===== src/rtl/sel7seg_mux.sv =====
// Time-multiplexed 7-segment driver: hex decode, decimal points, leading-zero
// blanking, 8-phase PWM brightness with a dark guard phase, per-frame snapshots.
module sel7seg_mux #(
  parameter int NDIG     = 4,
  parameter int PRESCALE = 1024,
  parameter int SEL_ALOW = 1,
  parameter int SEG_ALOW = 1
) (
  input  logic                  clk,
  input  logic                  rst,
  input  logic                  enable,
  input  logic [4*NDIG-1:0]     digits,
  input  logic [NDIG-1:0]       dp,
  input  logic                  blank_lz,
  input  logic [2:0]            brightness,
  output logic [6:0]            seg,
  output logic                  dp_out,
  output logic [NDIG-1:0]       sel,
  output logic                  frame_start
);

  localparam int PW = (PRESCALE > 1) ? $clog2(PRESCALE) : 1;
  localparam int IW = $clog2(NDIG);
  localparam logic [6:0]      SEG_OFF = (SEG_ALOW != 0) ? 7'h7F : 7'h00;
  localparam logic            DP_OFF  = (SEG_ALOW != 0);
  localparam logic [NDIG-1:0] SEL_OFF = (SEL_ALOW != 0) ? '1 : '0;

  function automatic logic [6:0] hex_glyph(input logic [3:0] v);
    case (v)
      4'h0: hex_glyph = 7'b0111111;
      4'h1: hex_glyph = 7'b0000110;
      4'h2: hex_glyph = 7'b1011011;
      4'h3: hex_glyph = 7'b1001111;
      4'h4: hex_glyph = 7'b1100110;
      4'h5: hex_glyph = 7'b1101101;
      4'h6: hex_glyph = 7'b1111101;
      4'h7: hex_glyph = 7'b0000111;
      4'h8: hex_glyph = 7'b1111111;
      4'h9: hex_glyph = 7'b1101111;
      4'hA: hex_glyph = 7'b1110111;
      4'hB: hex_glyph = 7'b1111100;
      4'hC: hex_glyph = 7'b0111001;
      4'hD: hex_glyph = 7'b1011110;
      4'hE: hex_glyph = 7'b1111001;
      default: hex_glyph = 7'b1110001;
    endcase
  endfunction

  logic [PW-1:0]     presc_q, presc_d;
  logic [2:0]        phase_q, phase_d;
  logic [IW-1:0]     idx_q, idx_d;
  logic              pend_q, pend_d;
  logic [4*NDIG-1:0] digits_snap_q, digits_snap_d;
  logic [NDIG-1:0]   dp_snap_q, dp_snap_d;
  logic              lz_snap_q, lz_snap_d;
  logic [2:0]        bright_snap_q, bright_snap_d;
  logic [6:0]        seg_q, seg_d;
  logic              dp_out_q, dp_out_d;
  logic [NDIG-1:0]   sel_q, sel_d;
  logic              frame_start_q, frame_start_d;

  logic              tick;
  logic              last_slot;
  logic              zero_above;
  logic [3:0]        cur_nib;
  logic              cur_blanked;
  logic              cur_dp;
  logic              on_phase;
  logic              show;
  logic [6:0]        seg_hi;
  logic [NDIG-1:0]   sel_hi;

  // Scan counters and frame-boundary snapshot capture.
  always_comb begin
    presc_d       = presc_q;
    phase_d       = phase_q;
    idx_d         = idx_q;
    pend_d        = pend_q;
    digits_snap_d = digits_snap_q;
    dp_snap_d     = dp_snap_q;
    lz_snap_d     = lz_snap_q;
    bright_snap_d = bright_snap_q;
    frame_start_d = 1'b0;
    tick          = 1'b0;
    last_slot     = 1'b0;
    if (enable) begin
      tick    = (presc_q == PW'(PRESCALE - 1));
      presc_d = tick ? '0 : presc_q + PW'(1);
      if (tick) begin
        phase_d = phase_q + 3'd1;
        if (phase_q == 3'd7) begin
          if (idx_q == IW'(NDIG - 1)) begin
            idx_d     = '0;
            last_slot = 1'b1;
          end else begin
            idx_d = idx_q + IW'(1);
          end
        end
      end
      frame_start_d = pend_q || last_slot;
      pend_d        = 1'b0;
    end
    if (frame_start_d) begin
      digits_snap_d = digits;
      dp_snap_d     = dp;
      lz_snap_d     = blank_lz;
      bright_snap_d = brightness;
    end
  end

  // Current digit select, blanking and output patterns from the present state.
  always_comb begin
    zero_above  = 1'b1;
    cur_nib     = 4'd0;
    cur_blanked = 1'b0;
    cur_dp      = 1'b0;
    for (int i = NDIG - 1; i >= 0; i--) begin
      zero_above = zero_above && (digits_snap_q[4*i +: 4] == 4'd0);
      if (idx_q == IW'(i)) begin
        cur_nib     = digits_snap_q[4*i +: 4];
        cur_blanked = lz_snap_q && zero_above && (i != 0);
        cur_dp      = dp_snap_q[i];
      end
    end
    on_phase = enable && (phase_q != 3'd7) && (phase_q < bright_snap_q);
    // A blanked digit still lights its select when its decimal point is set.
    show     = on_phase && (!cur_blanked || cur_dp);
    seg_hi   = (show && !cur_blanked) ? hex_glyph(cur_nib) : 7'd0;
    for (int i = 0; i < NDIG; i++) begin
      sel_hi[i] = show && (idx_q == IW'(i));
    end
    seg_d    = (SEG_ALOW != 0) ? ~seg_hi : seg_hi;
    dp_out_d = (SEG_ALOW != 0) ? ~(show && cur_dp) : (show && cur_dp);
    sel_d    = (SEL_ALOW != 0) ? ~sel_hi : sel_hi;
  end

  always_ff @(posedge clk) begin
    if (rst) begin
      presc_q       <= '0;
      phase_q       <= 3'd0;
      idx_q         <= '0;
      pend_q        <= 1'b1;
      digits_snap_q <= '0;
      dp_snap_q     <= '0;
      lz_snap_q     <= 1'b0;
      bright_snap_q <= 3'd0;
      seg_q         <= SEG_OFF;
      dp_out_q      <= DP_OFF;
      sel_q         <= SEL_OFF;
      frame_start_q <= 1'b0;
    end else begin
      presc_q       <= presc_d;
      phase_q       <= phase_d;
      idx_q         <= idx_d;
      pend_q        <= pend_d;
      digits_snap_q <= digits_snap_d;
      dp_snap_q     <= dp_snap_d;
      lz_snap_q     <= lz_snap_d;
      bright_snap_q <= bright_snap_d;
      seg_q         <= seg_d;
      dp_out_q      <= dp_out_d;
      sel_q         <= sel_d;
      frame_start_q <= frame_start_d;
    end
  end

  assign seg         = seg_q;
  assign dp_out      = dp_out_q;
  assign sel         = sel_q;
  assign frame_start = frame_start_q;

endmodule


===== config.mk =====
export PLATFORM = sky130hd
export DESIGN_NAME = sel7seg_mux
export DESIGN_NICKNAME = d
export VERILOG_FILES = /design/src/rtl/sel7seg_mux.sv
export SDC_FILE = /design/constraint.sdc
export NUM_CORES = 1
export LEC_CHECK = 0
export CAP_MARGIN = 20
export CORE_AREA = 5 5 95 97
export DETAILED_ROUTE_END_ITERATION = 8
export DIE_AREA = 0 0 100 102
export MAX_ROUTING_LAYER = met4
export PLACE_DENSITY = 0.53
export SKIP_LAST_GASP = 1
export SYNTH_ARGS = -nofsm -noshare
export SYNTH_HDL_FRONTEND = slang
export SYNTH_SLANG_ARGS = --single-unit

===== constraint.sdc =====
create_clock -name clk -period 2.1 [get_ports clk]
set_input_delay 0.315 -clock clk [delete_from_list [all_inputs] [get_ports clk]]
set_output_delay 0.315 -clock clk [all_outputs]
set_load 0.02 [all_outputs]

Word-level counts from Yosys, hierarchy flattened
Memory sizes are Yosys's and may differ from the RTL's.
Index checks and enable logic that the tools add are counted.
{"block": "word_totals", "register_bits": 53, "rom_bits": 112, "input_bits": 27, "out_inout_bits": 13, "wordCells": 69, "memories": 1}
{"memory": "(no name shown)", "depth": 16, "word_bits": 7, "rd": 1, "rd_clocked_by_memory_dff": 0, "wr": 0, "line_no": "29", "rtl": "case (v)"}
{"block": "classes", "addsub": 3, "n_lt_le_gt_ge": 1, "n_eq_ne": 6, "muxes": 20, "bitwise": 3, "reduce_logical": 23}
{"op": "4-bit 2-to-1 mux", "count": 4}
{"op": "1-bit logical AND", "count": 14}
{"op": "1-bit 2-to-1 mux", "count": 13}
{"op": "4-bit logical NOT", "count": 3}
{"op": "10-bit by 1-bit adder with 10-bit output (second input constant)", "count": 1}
{"op": "10-bit equality test (second input constant)", "count": 1}
{"op": "10-bit 2-to-1 mux", "count": 1}
{"op": "7-bit 2-to-1 mux", "count": 1}
{"op": "7-bit NOT", "count": 1}
{"op": "2-bit equality test (second input constant)", "count": 2}
{"op": "4-bit NOT", "count": 1}
{"op": "3-bit by 1-bit adder with 3-bit output (second input constant)", "count": 1}
{"op": "3-bit equality test (second input constant)", "count": 1}
{"op": "3-bit < comparator", "count": 1}
{"op": "3-bit != test (second input constant)", "count": 1}
{"op": "3-bit AND reduction", "count": 1}
{"op": "2-bit by 1-bit adder with 2-bit output (second input constant)", "count": 1}
{"op": "2-bit by 1-bit equality test with 1-bit output (second input constant)", "count": 1}
{"op": "2-bit logical NOT", "count": 1}
{"op": "1-bit logical OR", "count": 2}
{"op": "2-bit 2-to-1 mux", "count": 1}
{"op": "2-bit AND reduction", "count": 1}
{"op": "1-bit logical NOT", "count": 1}
{"op": "1-bit NOT", "count": 1}

Depth between registers and ports, before layout
Gate-level depths: netlist of run 1.
{"block": "depth", "ltp_word": 12, "ltp_mapped": 12, "mapped_depth_nobuf": 10}

Least setup slack after synthesis of run 1
No wires, ideal clock.
{"block": "synth_timing", "path_kind": "register -> register", "start": "register idx_q[0]", "end": "register seg_q[3] (netlist: seg[3])", "t_arrival_ns": 2.090, "required_time_ns": 1.970, "setup_slack_ns": -0.120, "stages_incl_launch_ff": 11, "path_cell_list": "dfxtp_1 -> inv_1 -> ha_1 -> buf_4 -> buf_2 -> a221oi_2 -> inv_1 -> ha_1 -> mux2i_1 -> mux2_2 -> nand2_1"}
{"block": "synth_via", "elab_chain_cells": 11}
{"item": "from (decl)", "line_no": "51", "rtl": "logic [IW-1:0] idx_q, idx_d;"}
{"item": "from (signal assigned)", "line_no": "154", "rtl": "idx_q <= idx_d;"}
{"item": "branches (longest 9 deep; another with memory 16 x 7 bit)"}
{"item": "7-bit 2-to-1 mux *", "line_no": "128", "rtl": "seg_hi = (show && !cur_blanked) ? hex_glyph(cur_nib) : 7'd0;"}
{"item": "7-bit NOT *", "line_no": "132", "rtl": "seg_d = (SEG_ALOW != 0) ? ~seg_hi : seg_hi;"}
{"item": "to (signal assigned)", "line_no": "160", "rtl": "seg_q <= seg_d;"}
{"item": "to (decl)", "line_no": "57", "rtl": "logic [6:0] seg_q, seg_d;"}
Mark *: on every way between the ends.
A chain may end at the register's enable or synchronous reset.

Worst setup path after layout of run 1
{"block": "layout_timing", "start": "register idx_q[0]", "end": "register seg_q[5] (netlist: seg[5])"}
The elaborated chain is that of the path after synthesis.

==> results.rst, run 1 <==
.. list-table::
   :header-rows: 1

   * - Metric
     - Value
   * - Primary FF master, synth
     - sky130_fd_sc_hd__dfxtp_1
   * - Vertical extent of the die
     - 102 um
   * - Via count
     - 2044
   * - Maximum number of pins on one net before global-route repair
     - 42
   * - Power density over cell area
     - 560 nW/um^2
   * - Crit path buf inv count
     - 3
   * - Synth Cell Area
     - 2560 um^2
   * - Final Power
     - 1.97 mW
   * - Clock network fraction of design power
     - 31.5%
   * - Cell types with the largest area share after synthesis
     - sky130_fd_sc_hd__dfxtp_1 (41%), sky130_fd_sc_hd__mux2i_1 (12%), sky130_fd_sc_hd__ha_1 (7.3%)
   * - Antenna Diode Count
     - 0
   * - Power share of the sequential group
     - 54.6%
   * - Area of the die
     - 10200 um^2
   * - Floorplan core area
     - 8050 um^2
   * - Total Routing Usage GR
     - 12.2%
   * - Buffer type at the clock tree root
     - sky130_fd_sc_hd__clkbuf_8
   * - Mean routed wirelength per cell
     - 13.1 um
   * - Sort of element at the end of the critical path
     - flop
   * - Worst-case vdd ir drop
     - 305 uV
   * - H-Tree Depth
     - 2
   * - Worst setup skew after layout
     - 0.00896 ns
   * - Wire length of the first global-routing pass
     - 9.59 mm
   * - Sort of element at the start of the critical path
     - flop
   * - CP Data Arrival Time
     - 2.21 ns
   * - Number of search-and-repair iterations in the first detailed-routing pass
     - 4
   * - Number of remaining DRC errors
     - 0
   * - Combined area of the multi-input logic cells
     - 1500 um^2
   * - Antenna violation net count after detailed routing
     - 0
   * - Net count after synthesis
     - 309
   * - Yosys warnings
     - 0
   * - Final count of negative-setup-slack endpoints
     - 0
   * - Post-synthesis area per instance
     - 9.61 um^2
   * - Later-pin clock latency in the skew report
     - 0.30 ns
   * - Number of max-cap violations
     - 0
   * - Number of cells in the finished layout apart from fillers
     - 440
   * - Kind of cell adding the most delay to the critical path
     - compound AO/OA/AOI/OAI gates
   * - Dpl cells
     - 424
   * - Worst slack at placement
     - -0.169 ns
   * - Seq. cell area
     - 1070 um^2
   * - Min cycle time layout
     - 2.01 ns
   * - Synth cell types
     - 41
   * - Post-synth top area cell
     - sky130_fd_sc_hd__dfxtp_1
   * - Part of the power in combinational logic
     - 13.9%
   * - Clock tree from TritonCTS
     - done
   * - Most common cell after layout, fill and taps aside
     - sky130_fd_sc_hd__dfxtp_1
   * - Measured slew at the worst slew-check pin
     - 0.653 ns
   * - I/O pin count
     - 40
   * - Number of antenna violations at the first check in global routing
     - 0
   * - Final Slew Violations
     - 0
   * - Worst hold-check slack
     - 0.478 ns
   * - Placer congestion estimate
     - 0.778
   * - Worst setup path category
     - reg2reg
   * - Proportion of synthesized flip-flops having asynchronous set or reset
     - 0%
   * - Register-to-register setup slack
     - 0.09 ns
   * - Via-to-Cell Ratio
     - 4.65
   * - Wire length on met2
     - 2.62 mm
   * - Ordered list of cells on the worst path
     - inv_2, ha_4, buf_4, a211oi_2, a221oi_4, buf_6, ha_2, mux2_2, nand2_1, o211ai_1
   * - Setup repair after global routing missed its margin
     - no
   * - Total met3 wirelength after detailed routing
     - 166 um
   * - Smallest setup slack after layout
     - 0.0852 ns
   * - Highest routed layer
     - met4
   * - Final period utilization
     - 95.9%
   * - Post-Synthesis Cells
     - 267
   * - Longest Clk Path Bufs
     - 2
   * - Area fraction of the dominant cell type after synthesis
     - 41.4%
   * - Number of global-route vias before repair
     - 2008
   * - Switching power total
     - 470 uW
   * - Hold/Removal Path Class
     - reg2reg
   * - Run status
     - complete, no violations
   * - DRT met1 WL
     - 2.89 mm
   * - CP max-delay cell
     - sky130_fd_sc_hd__dfxtp_4
   * - Post-Place Cell Area
     - 3220 um^2
   * - Filler instances
     - 805
   * - CP required
     - 2.29 ns
   * - Most frequent cells in the layout
     - sky130_fd_sc_hd__dfxtp_1 (51), sky130_fd_sc_hd__clkdlybuf4s50_1 (39), sky130_fd_sc_hd__nor2_1 (37)
   * - Number of nets in the layout
     - 376
   * - Input/output buffers
     - 39
   * - Total clock buffers created by CTS
     - 5
   * - Share of total power consumed by net switching
     - 23.9%
   * - Number of synthesized flops with an enable pin
     - 0
   * - Final HPWL from detailed placement
     - 4.11 mm
   * - CTS clock-pin slew for the worst setup and hold paths
     - 0.09 ns
   * - Sequential element share of the synthesized area
     - 41.4%
   * - Slowest cell delay on critical path
     - 0.37 ns
   * - Aggregate negative setup slack
     - 0 ns
   * - Initial DRC Count
     - 73
   * - Wire length after detailed routing
     - 5.77 mm
   * - Peak clock frequency supported by timing
     - 0.496 GHz
   * - Post-route design area
     - 3510 um^2
   * - Max transition margin
     - 56.4%
   * - Leak pwr
     - 1.51 nW
   * - Fraction of layout instances using a drive strength above 1
     - 21.8%
   * - Initial core utilization
     - 31.9%
   * - Area overhead of the layout relative to synthesis
     - 36.7%
   * - Final standard cell utilization of the core
     - 43.6%
   * - Hold Violations, Final
     - 0
   * - Clock sink count
     - 53
   * - Number of synthesized register bits
     - 53
   * - Total internal power
     - 1.50 mW
   * - Remaining Overflow, GRT
     - 0
   * - Number of placement rows
     - 33
   * - Die outline width
     - 100 um
   * - Peak fanout along the critical path
     - 8
==> layer usage <==
layer / global-route usage (%) / vias to the layer above
met5: - / -
met4: 4.35 / 0
met3: 1.98 / 6
met2: 19.3 / 31
met1: 15.8 / 952
li1: - / 1055
==> flip-flops by register name, summed over array words and instances, names as in the netlist <==
name           cells
bright_snap_q      3
digits_snap_q     16
dp_out             1
dp_snap_q          4
frame_start        1
idx_q              2
lz_snap_q          1
pend_q             1
phase_q            3
presc_q           10
seg                7
sel                4
==> what timing repair did <==
action                                  CTS  global route
gates cloned                              1             0
buffers inserted                          1             6
endpoints found under the hold margin     0             0
pin swaps                                 1             4
gates resized for setup                   6            19
endpoints found under the setup margin   30            26
hold buffers                              0             0
==> cells by family after synthesis <==
family / count (synthesis) / synth area share (%)
and+or+nand+nor: 97 / 19.5
adders and majority gates: 15 / 7.32
buffers and inverters: 28 / 5.61
muxes: 34 / 13.4
AOI/OAI and AO/OA: 31 / 9.71
DFF: 53 / 41.4
xor gates and xnor gates: 9 / 3.07
==> path summary, 6_finish.rpt <==
path / startpoint / to / cells past startpoint
setup reg to reg: idx_q[0]$_SDFFE_PP0P_ / seg[5]$_SDFF_PP1_ / 10
hold reg to reg: presc_q[1]$_SDFFE_PP0P_ / presc_q[1]$_SDFFE_PP0P_ / 2
hold / removal: presc_q[1]$_SDFFE_PP0P_ / presc_q[1]$_SDFFE_PP0P_ / 2
setup / recovery: idx_q[0]$_SDFFE_PP0P_ / seg[5]$_SDFF_PP1_ / 10
==> Yosys cell counts (5+ instances only) <==
| master | instances |
|---|---|
| sky130_fd_sc_hd__ha_1 | 15 |
| sky130_fd_sc_hd__nor3_1 | 6 |
| sky130_fd_sc_hd__o21ai_0 | 6 |
| sky130_fd_sc_hd__nor2_1 | 37 |
| sky130_fd_sc_hd__inv_1 | 15 |
| sky130_fd_sc_hd__clkbuf_1 | 5 |
| sky130_fd_sc_hd__mux2i_1 | 31 |
| sky130_fd_sc_hd__a21oi_1 | 8 |
| sky130_fd_sc_hd__nand3_1 | 5 |
| sky130_fd_sc_hd__nand4_1 | 6 |
| sky130_fd_sc_hd__xor2_1 | 6 |
| sky130_fd_sc_hd__nand2_1 | 19 |
| sky130_fd_sc_hd__dfxtp_1 | 53 |
==> worst min-delay path: cells and delay by family (launching register included) <==
kind            cells  cell delay [ns]
flops               1             0.33
simple gates        1             0.05
compound gates      1             0.05
==> final cells by class <==
type,instances,share of cell area (%)
repair buffers,72,18.7
flip-flops and latches,53,30.5
clock inverters,1,0.143
clock buffers,7,2.75
inverters,15,1.61
multi-input cells,187,42.6
well taps,105,3.75
==> power by group through the flow <==
stage | Sequential (mW) | Combinational, mW | Clock [mW]
6_report | 1.07 | 0.274 | 0.618
5_1_grt | 1.08 | 0.304 | 0.686
4_1_cts | 1.08 | 0.268 | 0.658
3_5_place_dp | 1.10 | 0.262 | 0
3_3_place_gp | 1.10 | 0.259 | 0
2_1_floorplan | 1.10 | 0.146 | 0
No activity file was read; power rests on OpenSTA's default activity.
==> inputs of run 2 (changes only) <==
--- a/config.mk
+++ b/config.mk
@@ -7,10 +7,12 @@
 export LEC_CHECK = 0
 export CAP_MARGIN = 20
 export CORE_AREA = 5 5 95 97
+export CTS_CLUSTER_DIAMETER = 60
 export DETAILED_ROUTE_END_ITERATION = 8
 export DIE_AREA = 0 0 100 102
 export MAX_ROUTING_LAYER = met4
 export PLACE_DENSITY = 0.53
+export REMOVE_ABC_BUFFERS = 1
 export SKIP_LAST_GASP = 1
 export SYNTH_ARGS = -nofsm -noshare
 export SYNTH_HDL_FRONTEND = slang
==> results.rst, run 2 (synthesis gave the netlist of run 1 again) <==
.. list-table::
   :header-rows: 1

   * - Metric
     - Value
   * - Sort of element at the start of the critical path
     - flop
   * - Min-Delay Startpoint
     - presc_q[1]$_SDFFE_PP0P_
   * - Leak pwr
     - 1.46 nW (-3.3%)
   * - Peak fanout along the critical path
     - 6 (-2)
   * - Slowest cell delay on critical path
     - 0.37 ns (about the same)
   * - Flip-flop count of the largest register, all copies and words added
     - 16 (unchanged)
   * - Most common cell after layout, fill and taps aside
     - sky130_fd_sc_hd__dfxtp_1
   * - Number of search-and-repair iterations in the first detailed-routing pass
     - 6 (+2)
   * - Buffer type at the clock tree root
     - sky130_fd_sc_hd__clkbuf_8
   * - Via-to-Cell Ratio
     - 4.65 (about the same)
   * - Number of nets in the layout
     - 370 (-1.6%)
   * - Smallest setup slack after layout
     - 0.0952 ns (+0.0100 ns)
   * - Number of cells in the finished layout apart from fillers
     - 434 (-1.4%)
   * - Power density over cell area
     - 555 nW/um^2 (-1.0%)
   * - Antenna violation net count after detailed routing
     - 0 (unchanged)
   * - Min cycle time layout
     - 2.00 ns (-0.0100 ns)
   * - CP Data Arrival Time
     - 2.19 ns (-0.02 ns)
   * - Clock tree from TritonCTS
     - done
   * - Kind of cell adding the most delay to the critical path
     - buffers and inverters
   * - Measured slew at the worst slew-check pin
     - 0.651 ns (-0.00146 ns)
   * - R2r worst-path depth
     - 11 (+1)
   * - Die outline width
     - 100 um (unchanged)
   * - Most used cell along the critical path
     - sky130_fd_sc_hd__nand2_1
   * - Input/output buffers
     - 39 (unchanged)
   * - Crit path buf inv count
     - 3 (unchanged)
   * - H-Tree Depth
     - 2 (unchanged)
   * - Initial core utilization
     - 31.9% (unchanged)
   * - Final Slew Violations
     - 0 (unchanged)
   * - Number of antenna violations at the first check in global routing
     - 0 (unchanged)
   * - Maximum number of pins on one net before global-route repair
     - 42 (unchanged)
   * - Peak clock frequency supported by timing
     - 0.499 GHz (+0.50%)
   * - Total Routing Usage GR
     - 12.3% (+0.10 points)
   * - Final count of negative-setup-slack endpoints
     - 0 (unchanged)
   * - Hold depth
     - 2 (unchanged)
   * - CP max-delay cell
     - sky130_fd_sc_hd__dfxtp_4
   * - Run status
     - complete, no violations
   * - Aggregate negative setup slack
     - 0 ns (unchanged)
   * - Register-to-register setup slack
     - 0.1 ns (about the same)
   * - Number of remaining DRC errors
     - 0 (unchanged)
   * - Area of the die
     - 10200 um^2 (unchanged)
   * - Post-Place Cell Area
     - 3160 um^2 (-1.8%)
   * - Critical path startpoint
     - idx_q[1]$_SDFFE_PP0P_
   * - Most frequent cells in the layout
     - sky130_fd_sc_hd__dfxtp_1 (51), sky130_fd_sc_hd__clkdlybuf4s50_1 (39), sky130_fd_sc_hd__nor2_1 (37)
   * - Final HPWL from detailed placement
     - 4.06 mm (-1.3%)
   * - Dpl cells
     - 419 (-1.2%)
   * - Antenna Diode Count
     - 0 (unchanged)
   * - Worst setup path category
     - reg2reg
   * - Setup repair after global routing missed its margin
     - yes
   * - CP required
     - 2.28 ns (about the same)
   * - Via count
     - 2017 (-1.3%)
   * - Fraction of layout instances using a drive strength above 1
     - 18.2% (-3.6 points)
   * - CTS clock-pin slew for the worst setup and hold paths
     - 0.09 ns (about the same)
   * - Number of global-route vias before repair
     - 2027 (+0.95%)
   * - Number of hold-repair buffers added at the cts stage
     - 0 (unchanged)
   * - Total clock buffers created by CTS
     - 5 (unchanged)
   * - Filler instances
     - 799 (-0.75%)
   * - Hold Violations, Final
     - 0 (unchanged)
   * - Worst-case vdd ir drop
     - 210 uV (-31%)
   * - Number of placement rows
     - 33 (unchanged)
   * - Most flops, register
     - digits_snap_q
   * - Number of max-cap violations
     - 0 (unchanged)
   * - Ordered list of cells on the worst path
     - inv_2, ha_4, buf_2, nand2_1, o21ai_0, o31a_1, inv_1, ha_2, mux2_2, nand2_1, o211ai_1
   * - Clock sink count
     - 53 (unchanged)
   * - Longest Clk Path Bufs
     - 2 (unchanged)
   * - Mean routed wirelength per cell
     - 13.2 um (+0.31%)
   * - Initial DRC Count
     - 65 (-11%)
   * - Remaining Overflow, GRT
     - 0 (unchanged)
   * - I/O pin count
     - 40 (unchanged)
   * - Sort of element at the end of the critical path
     - flop
   * - Floorplan core area
     - 8050 um^2 (unchanged)
   * - Final standard cell utilization of the core
     - 42.3% (-1.3 points)
   * - Post-route design area
     - 3400 um^2 (-2.9%)
   * - Wire length of the first global-routing pass
     - 9.76 mm (+1.8%)
   * - Hold/Removal Path Class
     - reg2reg
   * - Max transition margin
     - 56.5% (+0.098 points)
   * - Worst slack at placement
     - -0.118 ns (+0.0515 ns)
   * - Area overhead of the layout relative to synthesis
     - 32.7%
   * - Wire length after detailed routing
     - 5.71 mm (-1.1%)
   * - Later-pin clock latency in the skew report
     - 0.29 ns (about the same)
   * - Terminating pin of the worst hold path
     - presc_q[1]$_SDFFE_PP0P_
   * - Placer congestion estimate
     - 0.832 (+6.9%)
   * - Vertical extent of the die
     - 102 um (unchanged)
   * - Capture instance of the worst register-to-register path
     - seg[5]$_SDFF_PP1_
   * - Worst setup skew after layout
     - 0.00714 ns (-0.00182 ns)
   * - Logic depth of the worst path, buffers included
     - 11 (+1)
   * - Reg-to-reg startpoint
     - idx_q[1]$_SDFFE_PP0P_
   * - Final period utilization
     - 95.5% (-0.48 points)
## run 2: changes by cell type in the layout (fill, tap and decap cells not counted), sizes merged
cell    before  now
buf         33   27
clkbuf       7    8
clkinv       1    0
## run 2: worst max-delay path by stage
stage	endpoint	slack, ns
4_1_cts	seg[3]$_SDFF_PP1_	-0.02
2_1_floorplan	seg[3]$_SDFF_PP1_	-0.17
3_5_place_dp	digits_snap_q[15]$_SDFFE_PP0P_	-0.12
3_3_place_gp	digits_snap_q[1]$_SDFFE_PP0P_	-0.1
5_1_grt	seg[3]$_SDFF_PP1_	-0.03
6_report	seg[5]$_SDFF_PP1_	0.1
## run 2: metrics by stage
step                hold WS, ns  power (mW)
global route              0.529        1.98
detailed placement        0.466        1.35
CTS                       0.479        1.91
finish                    0.480        1.89
floorplan                 0.384        1.23
global placement          0.463        1.35
## run 2: worst min-delay path, cell delays in order, from the launching register on
cell	delay, ns
sky130_fd_sc_hd__dfxtp_1	0.33
sky130_fd_sc_hd__nand2_1	0.06
sky130_fd_sc_hd__a21oi_1	0.05
## run 2: cell type report
class / instances / area, um^2 / area share [%]
Multi-Input combinational cell: 187 / 1480 / 43.4
Timing Repair Buffer: 66 / 591 / 17.3
Sequential cell: 53 / 1070 / 31.4
Clock buffer: 8 / 80.1 / 2.35
Tap cell: 105 / 131 / 3.86
Inverter: 15 / 56.3 / 1.65
## run 2: what timing repair did
item	4_1_cts	5_1_grt
setup endpoints to repair	31	30
gates resized for setup	5	19
pin swaps	1	3
buffers inserted	2	4
cloned	1	0
## run 2: per-layer routing
metal	vias to the layer above	track usage, %	routed length (um)	share of wire, %
met1	937	16.1	2850	50
li1	1046	-	-	-
met3	2	1.50	157	2.7
met5	-	-	0	0
met4	0	4.35	48	0.84
met2	32	19.7	2660	47
## run 2: power breakdown
group | switching, mW | internal (mW)
Clock | 0.311 | 0.238
Combinational | 0.120 | 0.146
Sequential | 0.0303 | 1.04
Total | 0.461 | 1.43
==> inputs of run 3 (changes only) <==
--- a/config.mk
+++ b/config.mk
@@ -17,3 +17,4 @@
 export SYNTH_ARGS = -nofsm -noshare
 export SYNTH_HDL_FRONTEND = slang
 export SYNTH_SLANG_ARGS = --single-unit
+export TNS_END_PERCENT = 100
==> results of run 3 <==
Same layout as run 2: the final DEF is identical, and so are final timing and power.
